`src/rtl/mem_ctrl_pkg.sv`:
```
// Shared types and constants for the byte-serial IF/MEM memory controller.
package mem_ctrl_pkg;

  localparam int unsigned CNT_W  = 3;
  localparam int unsigned DATA_W = 32;
  localparam int unsigned BYTE_W = 8;

  typedef enum logic [1:0] {
    ST_IDLE  = 2'd0,
    ST_READ  = 2'd1,
    ST_WRITE = 2'd2,
    ST_DONE  = 2'd3
  } state_e;

  localparam logic [1:0] SIZE_B = 2'd0;
  localparam logic [1:0] SIZE_H = 2'd1;
  localparam logic [1:0] SIZE_W = 2'd2;

  localparam logic ENABLE = 1'b1;
  localparam logic STOP   = 1'b0;

  // Byte count for a size code; the reserved code 3 behaves as a word.
  function automatic logic [CNT_W-1:0] size_to_len(input logic [1:0] size);
    case (size)
      SIZE_B:  size_to_len = CNT_W'(1);
      SIZE_H:  size_to_len = CNT_W'(2);
      SIZE_W:  size_to_len = CNT_W'(4);
      default: size_to_len = CNT_W'(4);
    endcase
  endfunction

endpackage

```
`src/rtl/mem_ctrl.sv`:
```
// Arbitrates the fetch port and the load/store port onto a byte-wide synchronous RAM,
// serialising little-endian 1/2/4-byte accesses one byte per cycle.
module mem_ctrl
  import mem_ctrl_pkg::*;
#(
  parameter int unsigned ADDR_W = 17
) (
  input  logic              clk,
  input  logic              rst,
  input  logic              if_req,
  input  logic [31:0]       if_addr,
  output logic [31:0]       if_data,
  output logic              if_done,
  input  logic              mem_req,
  input  logic              mem_we,
  input  logic [1:0]        mem_size,
  input  logic [31:0]       mem_addr,
  input  logic [31:0]       mem_wdata,
  output logic [31:0]       mem_rdata,
  output logic              mem_done,
  output logic              stallreq_from_mem,
  output logic [ADDR_W-1:0] ram_addr,
  output logic              ram_wr,
  output logic [7:0]        ram_dout,
  input  logic [7:0]        ram_din
);

  state_e             state, state_nxt;
  logic [CNT_W-1:0]   cnt, cnt_nxt, len, len_nxt, cnt_inc;
  logic [ADDR_W-1:0]  base, base_nxt, ram_addr_nxt;
  logic               owner_mem, owner_mem_nxt;
  logic [DATA_W-1:0]  wdata, wdata_nxt, rbuf, rbuf_nxt, rbuf_cap;
  logic [DATA_W-1:0]  if_data_nxt, mem_rdata_nxt;
  logic               if_done_nxt, mem_done_nxt, ram_wr_nxt;
  logic [BYTE_W-1:0]  ram_dout_nxt;
  logic               last_read, last_write;
  logic [1:0]         rd_lane, wr_lane;
  logic               unused_addr_bits;

  assign cnt_inc    = cnt + CNT_W'(1);
  assign last_read  = (cnt == len);
  assign last_write = (cnt_inc == len);
  // Read data for address i arrives one cycle later, so cycle cnt fills lane cnt-1.
  assign rd_lane    = 2'(cnt - CNT_W'(1));
  assign wr_lane    = 2'(cnt_inc);

  assign stallreq_from_mem = mem_req && !mem_done;
  assign unused_addr_bits  = ^{if_addr[31:ADDR_W], mem_addr[31:ADDR_W]};

  // State and datapath registers.
  always_ff @(posedge clk) begin
    if (rst) begin
      state     <= ST_IDLE;
      cnt       <= '0;
      len       <= '0;
      base      <= '0;
      owner_mem <= 1'b0;
      wdata     <= '0;
      rbuf      <= '0;
      if_data   <= '0;
      if_done   <= 1'b0;
      mem_rdata <= '0;
      mem_done  <= 1'b0;
      ram_addr  <= '0;
      ram_wr    <= 1'b0;
      ram_dout  <= '0;
    end else begin
      state     <= state_nxt;
      cnt       <= cnt_nxt;
      len       <= len_nxt;
      base      <= base_nxt;
      owner_mem <= owner_mem_nxt;
      wdata     <= wdata_nxt;
      rbuf      <= rbuf_nxt;
      if_data   <= if_data_nxt;
      if_done   <= if_done_nxt;
      mem_rdata <= mem_rdata_nxt;
      mem_done  <= mem_done_nxt;
      ram_addr  <= ram_addr_nxt;
      ram_wr    <= ram_wr_nxt;
      ram_dout  <= ram_dout_nxt;
    end
  end

  // Next state; MEM wins in IDLE and a running fetch is never preempted.
  always_comb begin
    state_nxt = state;
    case (state)
      ST_IDLE: begin
        if (mem_req)     state_nxt = mem_we ? ST_WRITE : ST_READ;
        else if (if_req) state_nxt = ST_READ;
      end
      ST_READ:  if (last_read)  state_nxt = ST_DONE;
      ST_WRITE: if (last_write) state_nxt = ST_DONE;
      ST_DONE:  state_nxt = ST_IDLE;
      default:  state_nxt = ST_IDLE;
    endcase
  end

  // Next values of the datapath and registered outputs.
  always_comb begin
    cnt_nxt       = cnt;
    len_nxt       = len;
    base_nxt      = base;
    owner_mem_nxt = owner_mem;
    wdata_nxt     = wdata;
    rbuf_nxt      = rbuf;
    if_data_nxt   = if_data;
    mem_rdata_nxt = mem_rdata;
    if_done_nxt   = STOP;
    mem_done_nxt  = STOP;
    ram_wr_nxt    = STOP;
    ram_addr_nxt  = ram_addr;
    ram_dout_nxt  = ram_dout;
    rbuf_cap      = rbuf;
    rbuf_cap[{rd_lane, 3'b000} +: BYTE_W] = ram_din;

    case (state)
      ST_IDLE: begin
        if (mem_req || if_req) begin
          owner_mem_nxt = mem_req;
          base_nxt      = mem_req ? mem_addr[ADDR_W-1:0] : if_addr[ADDR_W-1:0];
          len_nxt       = mem_req ? size_to_len(mem_size) : CNT_W'(4);
          wdata_nxt     = mem_wdata;
          rbuf_nxt      = '0;
          cnt_nxt       = '0;
          ram_addr_nxt  = base_nxt;
          if (mem_req && mem_we) begin
            ram_wr_nxt   = ENABLE;
            ram_dout_nxt = mem_wdata[BYTE_W-1:0];
          end
        end
      end
      ST_READ: begin
        cnt_nxt = cnt_inc;
        if (cnt != '0) rbuf_nxt = rbuf_cap;
        if (cnt_inc < len) ram_addr_nxt = base + ADDR_W'(cnt_inc);
        if (last_read) begin
          if (owner_mem) begin
            mem_rdata_nxt = rbuf_cap;
            mem_done_nxt  = ENABLE;
          end else begin
            if_data_nxt = rbuf_cap;
            if_done_nxt = ENABLE;
          end
        end
      end
      ST_WRITE: begin
        if (last_write) begin
          cnt_nxt      = '0;
          mem_done_nxt = ENABLE;
        end else begin
          cnt_nxt      = cnt_inc;
          ram_wr_nxt   = ENABLE;
          ram_addr_nxt = base + ADDR_W'(cnt_inc);
          ram_dout_nxt = wdata[{wr_lane, 3'b000} +: BYTE_W];
        end
      end
      default: ;
    endcase
  end

endmodule

```
`config.mk`:
```
export PLATFORM = sky130hd
export DESIGN_NAME = mem_ctrl
export DESIGN_NICKNAME = d
export VERILOG_FILES = /design/src/rtl/mem_ctrl_pkg.sv /design/src/rtl/mem_ctrl.sv
export SDC_FILE = /design/constraint.sdc
export NUM_CORES = 1
export LEC_CHECK = 0
export BUFFER_PORTS_ARGS = -buffer_cell sky130_fd_sc_hd__buf_2
export CAP_MARGIN = 10
export CORE_ASPECT_RATIO = 1.4
export CORE_UTILIZATION = 57
export CTS_CLUSTER_DIAMETER = 100
export CTS_CLUSTER_SIZE = 10
export DETAILED_ROUTE_END_ITERATION = 8
export GPL_ROUTABILITY_DRIVEN = 0
export PLACE_DENSITY = 0.85
export RECOVER_POWER = 100
export SYNTH_ARGS = -nofsm -noshare
export SYNTH_HDL_FRONTEND = slang
export SYNTH_SLANG_ARGS = --single-unit
```
`constraint.sdc`:
```
create_clock -name clk -period 8.13 [get_ports clk]
set_input_delay 0.4065 -clock clk [delete_from_list [all_inputs] [get_ports clk]]
set_output_delay 0.4065 -clock clk [all_outputs]
set_load 0.02 [all_outputs]
```
==> flow_summary.yaml, run 1 <==
finish:
  nets: 1195
  nFillCells: 1221
  drive_gt1_share_pct: 12.5
  areaGrowthSynthToFinish_pct: 15.7
  n_antenna_cell: 0
clock_tree:
  cts-resized-gates: 0
  clockRootBuffer: "clkbuf_16"
  clockBufferDepth: 2
  htree_levels: 4
  clk_latency_ns: 0.43
  cts_setup_buffers: 0
  cts_tree: "yes"
  clock-sinks: 182
  cts_hold_buf: 0
  clk_pin_slew_ns: 0.08
  cts_buffers: 17
setup_path:
  startpoint_type: "register"
  crit_required_ns: 8.46
  rr_worst_depth: 9
  r2r_end: "ram_addr[13]$_SDFFE_PP0P_"
  regToRegSetupSlack_ns: 3.77
  endpoint_kind: "register"
  rr_startpoint: "cnt[0]$_SDFFE_PP0P_"
  arrival_ns: 4.69
  setup.worst_path.class: "register to register"
  worstPathMaxFanout: 18
die:
  start_util_pct: 58.4
  io_pins: 204
  die_x_um: 103
  std_cell_rows: 51
  dieArea_um2: 14700
  fp.dieH_um: 143
  coreArea_um2: 13900
power_and_ir_drop:
  clock_power_share_pct: 26.3
  max-vdd-ir-drop_uv: 151
  p_leak_nw: 3.46
  cellInternalPower_w: 0.00195
  power_density_nw_per_um2: 344
  power.switching_w: 0.00129
  power_frac_seq_pct: 37.9
  comb_power_share_pct: 35.8
  p_sw_share_pct: 39.9
  power_w: 0.00324
logic_synthesis:
  syn-num-nets: 1067
  syn_area_per_cell_um2: 8.67
  synthCells: 937
  yosysSeqAreaShare_pct: 44.8
  synth_warnings: 0
  synth-async-reset-ratio_pct: 0
  yosysTopAreaCellShare_pct: 44.8
  synth.largest_area_cell: "dfxtp_1"
  ys.flop_type: "dfxtp_1"
  synth_cell_types: 58
  synth_edf_count: 0
  ys_seq_elements: 182
  syn-cell-area_um2: 8130
  ys_top_cells_by_area: "dfxtp_1, a211oi_1, a21oi_1"
routing:
  routed_via_density: 5.70
  drtAntennaViolNets: 0
  drc_errors: 0
  drt_wl_total_um: 19800
  vias: 7193
  routedWlPerCell_um: 15.7
  initialDrtViolationCount: 364
  dr.pass1.iters: 6
worst_hold_path:
  worstHoldPathType: "primary input to register"
  hold_path_startpoint: "mem_wdata[30]"
  hold_path_depth: 3
  whs_endpoint: "wdata[30]$_SDFFE_PP0P_"
global_route:
  grt_antenna_before_repair: 0
  grt-ovfl-total: 0
  grt_max_degree: 101
  grtUsageTotal_pct: 26.8
  grt_pass1_wl_um: 30900
  grt_pass1_vias: 6315
run:
  drv_cap: 3
timing:
  fin_crit_ns: 4.36
  finalSetupTns_ns: 0
  max_freq_mhz: 229
  fin_crit_sh_pct: 53.6
  fin_skew_ns: 0.0101
  setup_viol: 0
  rsz0062_at_grt: "no"
  maxSlewViolCount: 132
  relSlewSlack_pct: -82.6
  tightestPinTransition_ns: 2.74
  hold_viol: 0
place:
  port_buffers: 173
  detailed_place_hpwl_um: 13000
outcome:
  violations: "max-capacitance violations, max-slew violations"
  outcome: "finished, violations left"
-- kinds of logic (layout without fill, tap and decap cells) --
family,count (synthesis),count (layout),synth area share (%)
and+or+nand+nor,341,341,20.0
AOI/OAI and AO/OA,260,260,20.4
DFF,182,182,44.8
buffers and inverters,88,229,4.76
muxes,36,36,5.73
adders and majority gates,19,19,3.02
xor gates and xnor gates,11,11,1.19
-- placed cells by master, fill, tap and decap left out, types with 3 or more instances in the layout --
master     count
dfxtp_1      182
nand2_1      123
a21oi_1      112
nor2_1       106
clkbuf_1      97
a211oi_1      91
buf_2         79
or3_1         33
mux2i_1       24
nor2b_1       23
o21ai_0       18
ha_1          18
clkbuf_16     17
inv_1         14
nand3_1       11
a22oi_1        9
nor3_1         9
o2111ai_1      8
mux4_2         8
xor2_1         7
and2b_1        7
nand4_1        5
nand2b_1       5
inv_8          5
buf_4          5
and4_1         4
mux2_2         4
xnor2_1        4
nor3b_1        3
o21a_1         3
o32ai_1        3
inv_6          3
-- how the worst max path moves through the flow --
stage	from	endpoint	slack (ns)	cells past startpoint
4_1_cts	cnt[0]$_SDFFE_PP0P_	ram_addr[13]$_SDFFE_PP0P_	4.42	9
3_5_place_dp	cnt[0]$_SDFFE_PP0P_	ram_addr[13]$_SDFFE_PP0P_	4.45	9
3_3_place_gp	cnt[0]$_SDFFE_PP0P_	ram_addr[13]$_SDFFE_PP0P_	4.50	9
6_report	cnt[0]$_SDFFE_PP0P_	ram_addr[13]$_SDFFE_PP0P_	3.77	9
5_1_grt	cnt[0]$_SDFFE_PP0P_	if_data[1]$_SDFFE_PP0P_	3.30	6
2_1_floorplan	cnt[0]$_SDFFE_PP0P_	ram_addr[6]$_SDFFE_PP0P_	5.34	9
-- power by group through the flow --
stage / clock [W] / sequential [W] / combinational [W]
global route: 0.000907 / 0.00125 / 0.00129
detailed placement: 0 / 0.00124 / 0.00119
global placement: 0 / 0.00124 / 0.00117
CTS: 0.000866 / 0.00123 / 0.00120
floorplan: 0 / 0.00136 / 0.000755
finish: 0.000851 / 0.00123 / 0.00116
-- cell type report --
cell class	instances	area, um^2	area share [%]
sequential	182	3640	38.7
multi-input combinational	667	4060	43.2
tap	185	231	2.46
clock buffer	17	425	4.52
clock inverter	15	188	2.00
timing repair buffer	181	797	8.48
inverter	16	60.1	0.639
-- per-layer routing --
layer	vias to the layer above	wire length, um	GRT usage (%)
met5	-	0	0
met4	0	419	9.56
met3	34	1130	5.25
met2	262	10000	45.5
met1	3317	8220	33.3
li1	3580	-	-
-- worst max-delay path, stage by stage, from the launching register on --
cell,delay (ns)
dfxtp_1,0.83
inv_1,0.30
ha_1,0.38
clkbuf_1,0.79
ha_1,0.40
nand3_1,0.15
nor2_1,0.10
nor2_1,0.74
nand3_1,0.25
o32ai_1,0.32
-- Yosys cell counts (3+ instances only) --
library cell  instances
nor2b_1              24
ha_1                 18
buf_2                23
buf_4                 3
nor2_1              105
nand4_1               5
o21a_1                3
or3_1                33
inv_1                13
o21ai_0              17
a21oi_1             112
nor3_1                8
clkbuf_1             38
a211oi_1             91
a22oi_1               9
mux2i_1              24
o2111ai_1             8
and4_1                3
xnor2_1               4
mux2_2                4
mux4_2                8
and2b_1               7
dfxtp_1             182
nand3_1              11
xor2_1                7
o32ai_1               3
buf_1                 5
nand2b_1              5
nand2_1             123
-- sequential cells by signal, indices dropped and copies added, names as in the netlist --
signal and cells:
owner_mem 1, if_data 32, state 2, mem_rdata 32
len 3, base 17, ram_addr 17, mem_done 1
cnt 3, if_done 1, rbuf 32, ram_wr 1
ram_dout 8, wdata 32
-- through the flow --
| step | area [um^2] | utilization, % | setup WS (ns) | hold slack [ns] | instances |
|---|---|---|---|---|---|
| floorplan | 8130 | - | 5.34 | 0.427 | 937 |
| global placement | 8990 | 64.6 | 4.50 | 0.433 | 1231 |
| detailed placement | 8990 | 64.6 | 4.45 | 0.439 | 1231 |
| CTS | 9600 | 69.0 | 4.42 | 0.201 | 1263 |
| global route | 9400 | 67.6 | 3.30 | 0.201 | 1263 |
| finish | 9400 | 67.6 | 3.77 | 0.208 | 1263 |
Power figures use the tool's default switching activity.
==> run 2: changes to the inputs <==
--- a/config.mk
+++ b/config.mk
@@ -8,12 +8,12 @@
 export BUFFER_PORTS_ARGS = -buffer_cell sky130_fd_sc_hd__buf_2
 export CAP_MARGIN = 10
 export CORE_ASPECT_RATIO = 1.4
-export CORE_UTILIZATION = 57
+export CORE_UTILIZATION = 48
 export CTS_CLUSTER_DIAMETER = 100
 export CTS_CLUSTER_SIZE = 10
 export DETAILED_ROUTE_END_ITERATION = 8
 export GPL_ROUTABILITY_DRIVEN = 0
-export PLACE_DENSITY = 0.85
+export PLACE_DENSITY = 0.76
 export RECOVER_POWER = 100
 export SYNTH_ARGS = -nofsm -noshare
 export SYNTH_HDL_FRONTEND = slang
==> constraint.sdc (replaced) <==
create_clock -name clk -period 3.9 [get_ports clk]
set_input_delay 0.195 -clock clk [delete_from_list [all_inputs] [get_ports clk]]
set_output_delay 0.195 -clock clk [all_outputs]
set_load 0.02 [all_outputs]
==> run 2 against run 1 <==
The flow finishes with violations (design-rule violations, max-capacitance violations, max-slew violations). Non-clock buffer count increased by 28. Via count increased by 0.46%. Clock power increased by 94%. Sequential power rose by 110%. Global-route usage shrank 2.8 points. Core utilization decreased by 8.4 points. Critical path depth is 2 lower. Total power increased by 110%. Critical endpoint is now if_data[21]$_SDFFE_PP0P_.
==> flow_summary.yaml, run 2 (same netlist as run 1, synthesis figures left out) <==
global_route:
  grt_antenna_before_repair: 0
  grt_max_degree: 88
  grtUsageTotal_pct: 24.0
  grt_pass1_wl_um: 33200
  grt-ovfl-total: 0
  grt_pass1_vias: 6617
clock_tree:
  cts_setup_buffers: 0
  clk_pin_slew_ns: 0.07
  cts_tree: "yes"
  htree_levels: 4
  clockRootBuffer: "clkbuf_16"
  cts-resized-gates: 0
  clockBufferDepth: 2
  cts_buffers: 17
  clk_latency_ns: 0.44
  clock-sinks: 182
timing:
  maxSlewViolCount: 65
  fin_skew_ns: 0.0106
  setup_viol: 0
  hold_ws_ns: 0.0154
  relSlewSlack_pct: -17.4
  fin_crit_ns: 3.24
  hold_viol: 0
  fin_crit_sh_pct: 83.1
  rsz0062_at_grt: "no"
  tightestPinTransition_ns: 1.76
  finalSetupTns_ns: 0
  max_freq_mhz: 309
routing:
  dr.pass1.iters: 7
  routedWlPerCell_um: 15.9
  routed_via_density: 5.54
  initialDrtViolationCount: 451
  drtAntennaViolNets: 0
  drc_errors: 18
  drt_wl_total_um: 20700
  vias: 7226
die:
  dieArea_um2: 17500
  die_x_um: 112
  fp.dieH_um: 156
  start_util_pct: 49.6
  std_cell_rows: 55
  io_pins: 204
  coreArea_um2: 16400
setup_path:
  cpMostUsedCell: "inv_1"
  worst_path_dominant_cell_family: "buffers and inverters"
  worstPathMaxFanout: 65
  startpoint_type: "register"
  setup.worst_path.class: "register to register"
  slowest_stage: "clkbuf_2"
  crit_required_ns: 4.22
  slowest_delay_ns: 0.99
  endpoint_kind: "register"
  arrival_ns: 3.56
  path_cells: "inv_1 > ha_1 > inv_1 > nor3b_1 > clkbuf_2 > nor2_1 > a211oi_1"
  worst-path-buf-inv: 3
finish:
  nets: 1223
  drive_gt1_share_pct: 13.1
  nFillCells: 1539
  final_cell_mix: "dfxtp_1, nand2_1, a21oi_1, nor2_1, clkbuf_1"
  areaGrowthSynthToFinish_pct: 19.2
  final_common_cell: "dfxtp_1"
outcome:
  violations: "design-rule violations, max-capacitance violations, max-slew violations"
  outcome: "finished, violations left"
place:
  port_buffers: 173
  detailed_place_hpwl_um: 13700
power_and_ir_drop:
  p_leak_nw: 3.58
  max-vdd-ir-drop_uv: 338
  power_density_nw_per_um2: 688
run:
  drv_cap: 2
worst_hold_path:
  worstHoldPathType: "primary input to register"
## run 2: cell count changes in the layout (fill, tap and decap cells not counted), sizes merged
cell,delta
clkbuf,+4
buf,+6
diode,+1
dlygate4sd3,+21
clkinv,+3
bufinv,-1
inv,-6
## run 2: path summary, 6_finish.rpt
| kind | startpoint | to | slack [ns] | cells after the start |
|---|---|---|---|---|
| setup / recovery | state[1]$_SDFFE_PP0P_ | if_data[21]$_SDFFE_PP0P_ | 0.66 | 7 |
| hold reg to reg | rbuf[24]$_SDFFE_PP0P_ | rbuf[24]$_SDFFE_PP0P_ | 0.45 | 2 |
| hold / removal | mem_wdata[11] | wdata[11]$_SDFFE_PP0P_ | 0.02 | 3 |
| setup reg to reg | state[1]$_SDFFE_PP0P_ | if_data[21]$_SDFFE_PP0P_ | 0.66 | 7 |
## run 2: routing by layer
layer	vias to the layer above	global-route usage (%)	part of all wire [%]
met1	3334	28.8	42
met5	-	0	0
li1	3632	-	-
met2	215	41.1	50
met4	0	11.7	3.1
met3	45	4.70	4.9
## run 2: tightest hold or removal path: cells and delay by family
| kind | cells | cell delay, ns |
|---|---|---|
| buffers and inverters | 1 | 0.10 |
| and+or+nand+nor | 1 | 0.05 |
| AOI/OAI and AO/OA | 1 | 0.05 |
## run 2: what timing repair did
item                                   in CTS  in global routing
setup endpoints to repair                   0                  0
hold buffers                               21                  0
endpoints found under the hold margin      21                  0
## run 2: cell type report
class                      instances  area, um^2  share of cell area (%)
antenna                            1        2.50                  0.0258
clock buffer                      20         467                    4.82
clock inverter                    11         100                    1.03
inverter                          16        60.1                   0.620
multi-input combinational        667        4100                    42.3
sequential                       182        3640                    37.6
tap                              199         249                    2.57
timing repair buffer             209        1070                    11.1
## run 2: metrics by stage
stage | cell area, um^2 | setup slack, ns | std cells | util [%] | total power, W
final | 9690 | 0.660 | 1305 | 59.2 | 0.00666
after global routing | 9690 | 0.320 | 1304 | 59.2 | 0.00709
after CTS | 9850 | 0.765 | 1304 | 60.2 | 0.00679
after detailed placement | 9080 | 0.791 | 1252 | 55.4 | 0.00512
after global placement | 9080 | 0.851 | 1252 | 55.4 | 0.00506
after floorplan | 8130 | 1.11 | 937 | - | 0.00440
## run 2: report_power, final
| group | switching (W) | internal (W) |
|---|---|---|
| Combinational | 0.00165 | 0.000815 |
| Clock | 0.000720 | 0.000927 |
| Sequential | 0.000268 | 0.00228 |
| Total | 0.00264 | 0.00402 |
==> run 3: changes to the inputs <==
--- a/config.mk
+++ b/config.mk
@@ -5,15 +5,16 @@
 export SDC_FILE = /design/constraint.sdc
 export NUM_CORES = 1
 export LEC_CHECK = 0
+export ABC_AREA = 1
 export BUFFER_PORTS_ARGS = -buffer_cell sky130_fd_sc_hd__buf_2
 export CAP_MARGIN = 10
 export CORE_ASPECT_RATIO = 1.4
-export CORE_UTILIZATION = 48
+export CORE_UTILIZATION = 54
 export CTS_CLUSTER_DIAMETER = 100
 export CTS_CLUSTER_SIZE = 10
 export DETAILED_ROUTE_END_ITERATION = 8
 export GPL_ROUTABILITY_DRIVEN = 0
-export PLACE_DENSITY = 0.76
+export PLACE_DENSITY = 0.81
 export RECOVER_POWER = 100
 export SYNTH_ARGS = -nofsm -noshare
 export SYNTH_HDL_FRONTEND = slang
==> constraint.sdc (replaced) <==
create_clock -name clk -period 3.25 [get_ports clk]
set_input_delay 0.1625 -clock clk [delete_from_list [all_inputs] [get_ports clk]]
set_output_delay 0.1625 -clock clk [all_outputs]
set_load 0.02 [all_outputs]
==> run 3 against run 2 <==
The flow now finishes without violations. Non-clock buffer count fell by 3. Wire length down 2.6%. Clock power rose by 22%. Global-route usage up 1.7 points. Core utilization up 5.9 points. Cell area increased by 1.0%. Synthesized cell count increased by 23%. Largest cell class unchanged. Highest routed layer unchanged.
==> flow_summary.yaml, run 3 <==
outcome:
  outcome: "completed"
place:
  dp_slack_ns: 0.703
  port_buffers: 173
  post_dp_cell_area_um2: 9200
  placedCellCount: 1466
  detailed_place_hpwl_um: 13400
routing:
  routed_via_density: 5.24
  drt_wl_total_um: 20200
  vias: 7939
  drc_errors: 0
  initialDrtViolationCount: 387
  dr.pass1.iters: 5
  routedWlPerCell_um: 13.3
  drtAntennaViolNets: 0
logic_synthesis:
  synth_cell_types: 33
  synthTopCellsByCount: "nand2_1, dfxtp_1, a21oi_1, inv_1, o21ai_0"
  ys.flop_type: "dfxtp_1"
  synth_edf_count: 0
  synth.most_common_cell: "nand2_1"
  ys_seq_elements: 182
  ys_top_cells_by_area: "dfxtp_1, a21oi_1, nand2_1"
  yosysTopAreaCellShare_pct: 43.6
  yosysSeqAreaShare_pct: 43.6
  syn-num-nets: 1286
  syn-cell-area_um2: 8360
  syn_area_per_cell_um2: 7.23
  synth-async-reset-ratio_pct: 0
  synthCells: 1156
  synth_warnings: 0
  synth.largest_area_cell: "dfxtp_1"
clock_tree:
  clock-sinks: 182
  cts_tree: "yes"
  clockBufferDepth: 2
  clk_latency_ns: 0.42
  cts_buffers: 17
  htree_levels: 4
  clk_pin_slew_ns: 0.07
  cts-resized-gates: 0
  clockRootBuffer: "clkbuf_16"
global_route:
  grt_pass1_vias: 7076
  grt-ovfl-total: 0
  grt_pass1_wl_um: 33000
  grtUsageTotal_pct: 25.7
  grt_max_degree: 127
  grt_antenna_before_repair: 1
die:
  std_cell_rows: 53
  io_pins: 204
  fp.dieH_um: 149
  start_util_pct: 55.5
  coreArea_um2: 15100
  dieArea_um2: 16000
  die_x_um: 107
setup_path:
  slowest_stage: "clkbuf_2"
  endpoint_kind: "register"
  slowest_delay_ns: 0.35
  setup.worst_path.class: "register to register"
  arrival_ns: 3.07
  startpoint_type: "register"
  worst_path_dominant_cell_family: "buffers and inverters"
  path_cells: "buf_4 > inv_1 > ha_1 > buf_4 > ha_1 > nand3_1 > nor2_1 > inv_1 > nand3_1 > clkbuf_2 > nor2_1 > nand2_1 > a21oi_1"
  worst-path-buf-inv: 5
  crit_required_ns: 3.53
  worstPathMaxFanout: 18
power_and_ir_drop:
  power_w: 0.00880
  p_leak_nw: 3.82
  max-vdd-ir-drop_uv: 573
  power_density_nw_per_um2: 899
timing:
  setup_viol: 0
  hold_viol: 0
  relSlewSlack_pct: 24.7
  max_freq_mhz: 359
  maxSlewViolCount: 0
  fin_crit_sh_pct: 85.8
  fin_crit_ns: 2.79
  rsz0062_at_grt: "no"
  tightestPinTransition_ns: 1.13
  setup_ws_ns: 0.462
  fin_skew_ns: 0.0110
  finalSetupTns_ns: 0
finish:
  final_cell_count_no_fill: 1514
  final_cell_mix: "nand2_1, dfxtp_1, a21oi_1, inv_1, o21ai_0"
  areaGrowthSynthToFinish_pct: 17.1
  post-route-cell-area_um2: 9790
  nets: 1439
  drive_gt1_share_pct: 10.4
  final_common_cell: "nand2_1"
  n_antenna_cell: 0
run:
  drv_cap: 0
worst_hold_path:
  worstHoldPathType: "primary input to register"
## run 3: changes by cell type in the layout (fill, tap and decap cells not counted), sizes merged, moves of 11 or more
cell | before | now
inv | 16 | 154
o21ai | 18 | 148
a211oi | 91 | 8
nand2 | 123 | 187
a21oi | 112 | 152
nand3 | 11 | 49
or3 | 33 | 0
o22ai | 2 | 32
nor2b | 24 | 0
mux2i | 24 | 7
nor2 | 106 | 117
## run 3: what timing repair did
item,in CTS,in global routing
hold endpoints to repair,16,0
hold buffers,16,0
setup buffers,0,0
## run 3: logic make-up (layout without fill, tap and decap cells)
logic type,count (synthesis),in the layout,synth area share (%)
simple gates,369,369,18.3
compound gates,352,352,22.3
buf+inv,223,389,11.7
flops,182,182,43.6
fa+ha+maj,19,19,2.93
mux,7,7,0.838
xor+xnor,4,4,0.419
## run 3: final timing paths
kind	endpoint	slack [ns]	start	cells past startpoint
worst max-delay path	ram_addr[9]$_SDFFE_PP0P_	0.46	cnt[0]$_SDFFE_PP0P_	13
worst min-delay path	wdata[26]$_SDFFE_PP0P_	0.004	mem_wdata[26]	3
worst max register to register	ram_addr[9]$_SDFFE_PP0P_	0.46	cnt[0]$_SDFFE_PP0P_	13
worst min register to register	if_data[9]$_SDFFE_PP0P_	0.44	if_data[9]$_SDFFE_PP0P_	2
## run 3: routing by layer
layer	up-vias	global-route usage, %	share of wire (%)
li1	4085	-	-
met1	3615	31.2	43
met5	-	0	0
met3	26	4.72	4.5
met2	213	45.1	50
met4	0	8.84	1.9
## run 3: report_power, final
group | internal (W) | switching (W)
sequential | 0.00282 | 0.000321
combinational | 0.00107 | 0.00258
clock | 0.00110 | 0.000921
## run 3: cell type report
| type | instances | area [um^2] |
|---|---|---|
| clock inverters | 14 | 141 |
| fillers | 1394 | 5260 |
| multi-input cells | 751 | 3720 |
| clock buffers | 18 | 439 |
| well taps | 192 | 240 |
| repair buffers | 206 | 1040 |
| inverters | 151 | 567 |
| flip-flops and latches | 182 | 3640 |
## run 3: stage by stage
step                util (%)  hold WS [ns]
finish                  65.0       0.00382
global route            65.0        0.0112
CTS                     66.0      0.000708
detailed placement      61.1         0.422
global placement        61.1         0.416
floorplan                  -         0.310
## run 3: worst reg2reg max path: cells and delay by family (launching register included)
kind / cells / cell delay [ns]
buf+inv: 5 / 0.98
simple gates: 5 / 0.65
fa+ha+maj: 2 / 0.63
flops: 1 / 0.33
compound gates: 1 / 0.07
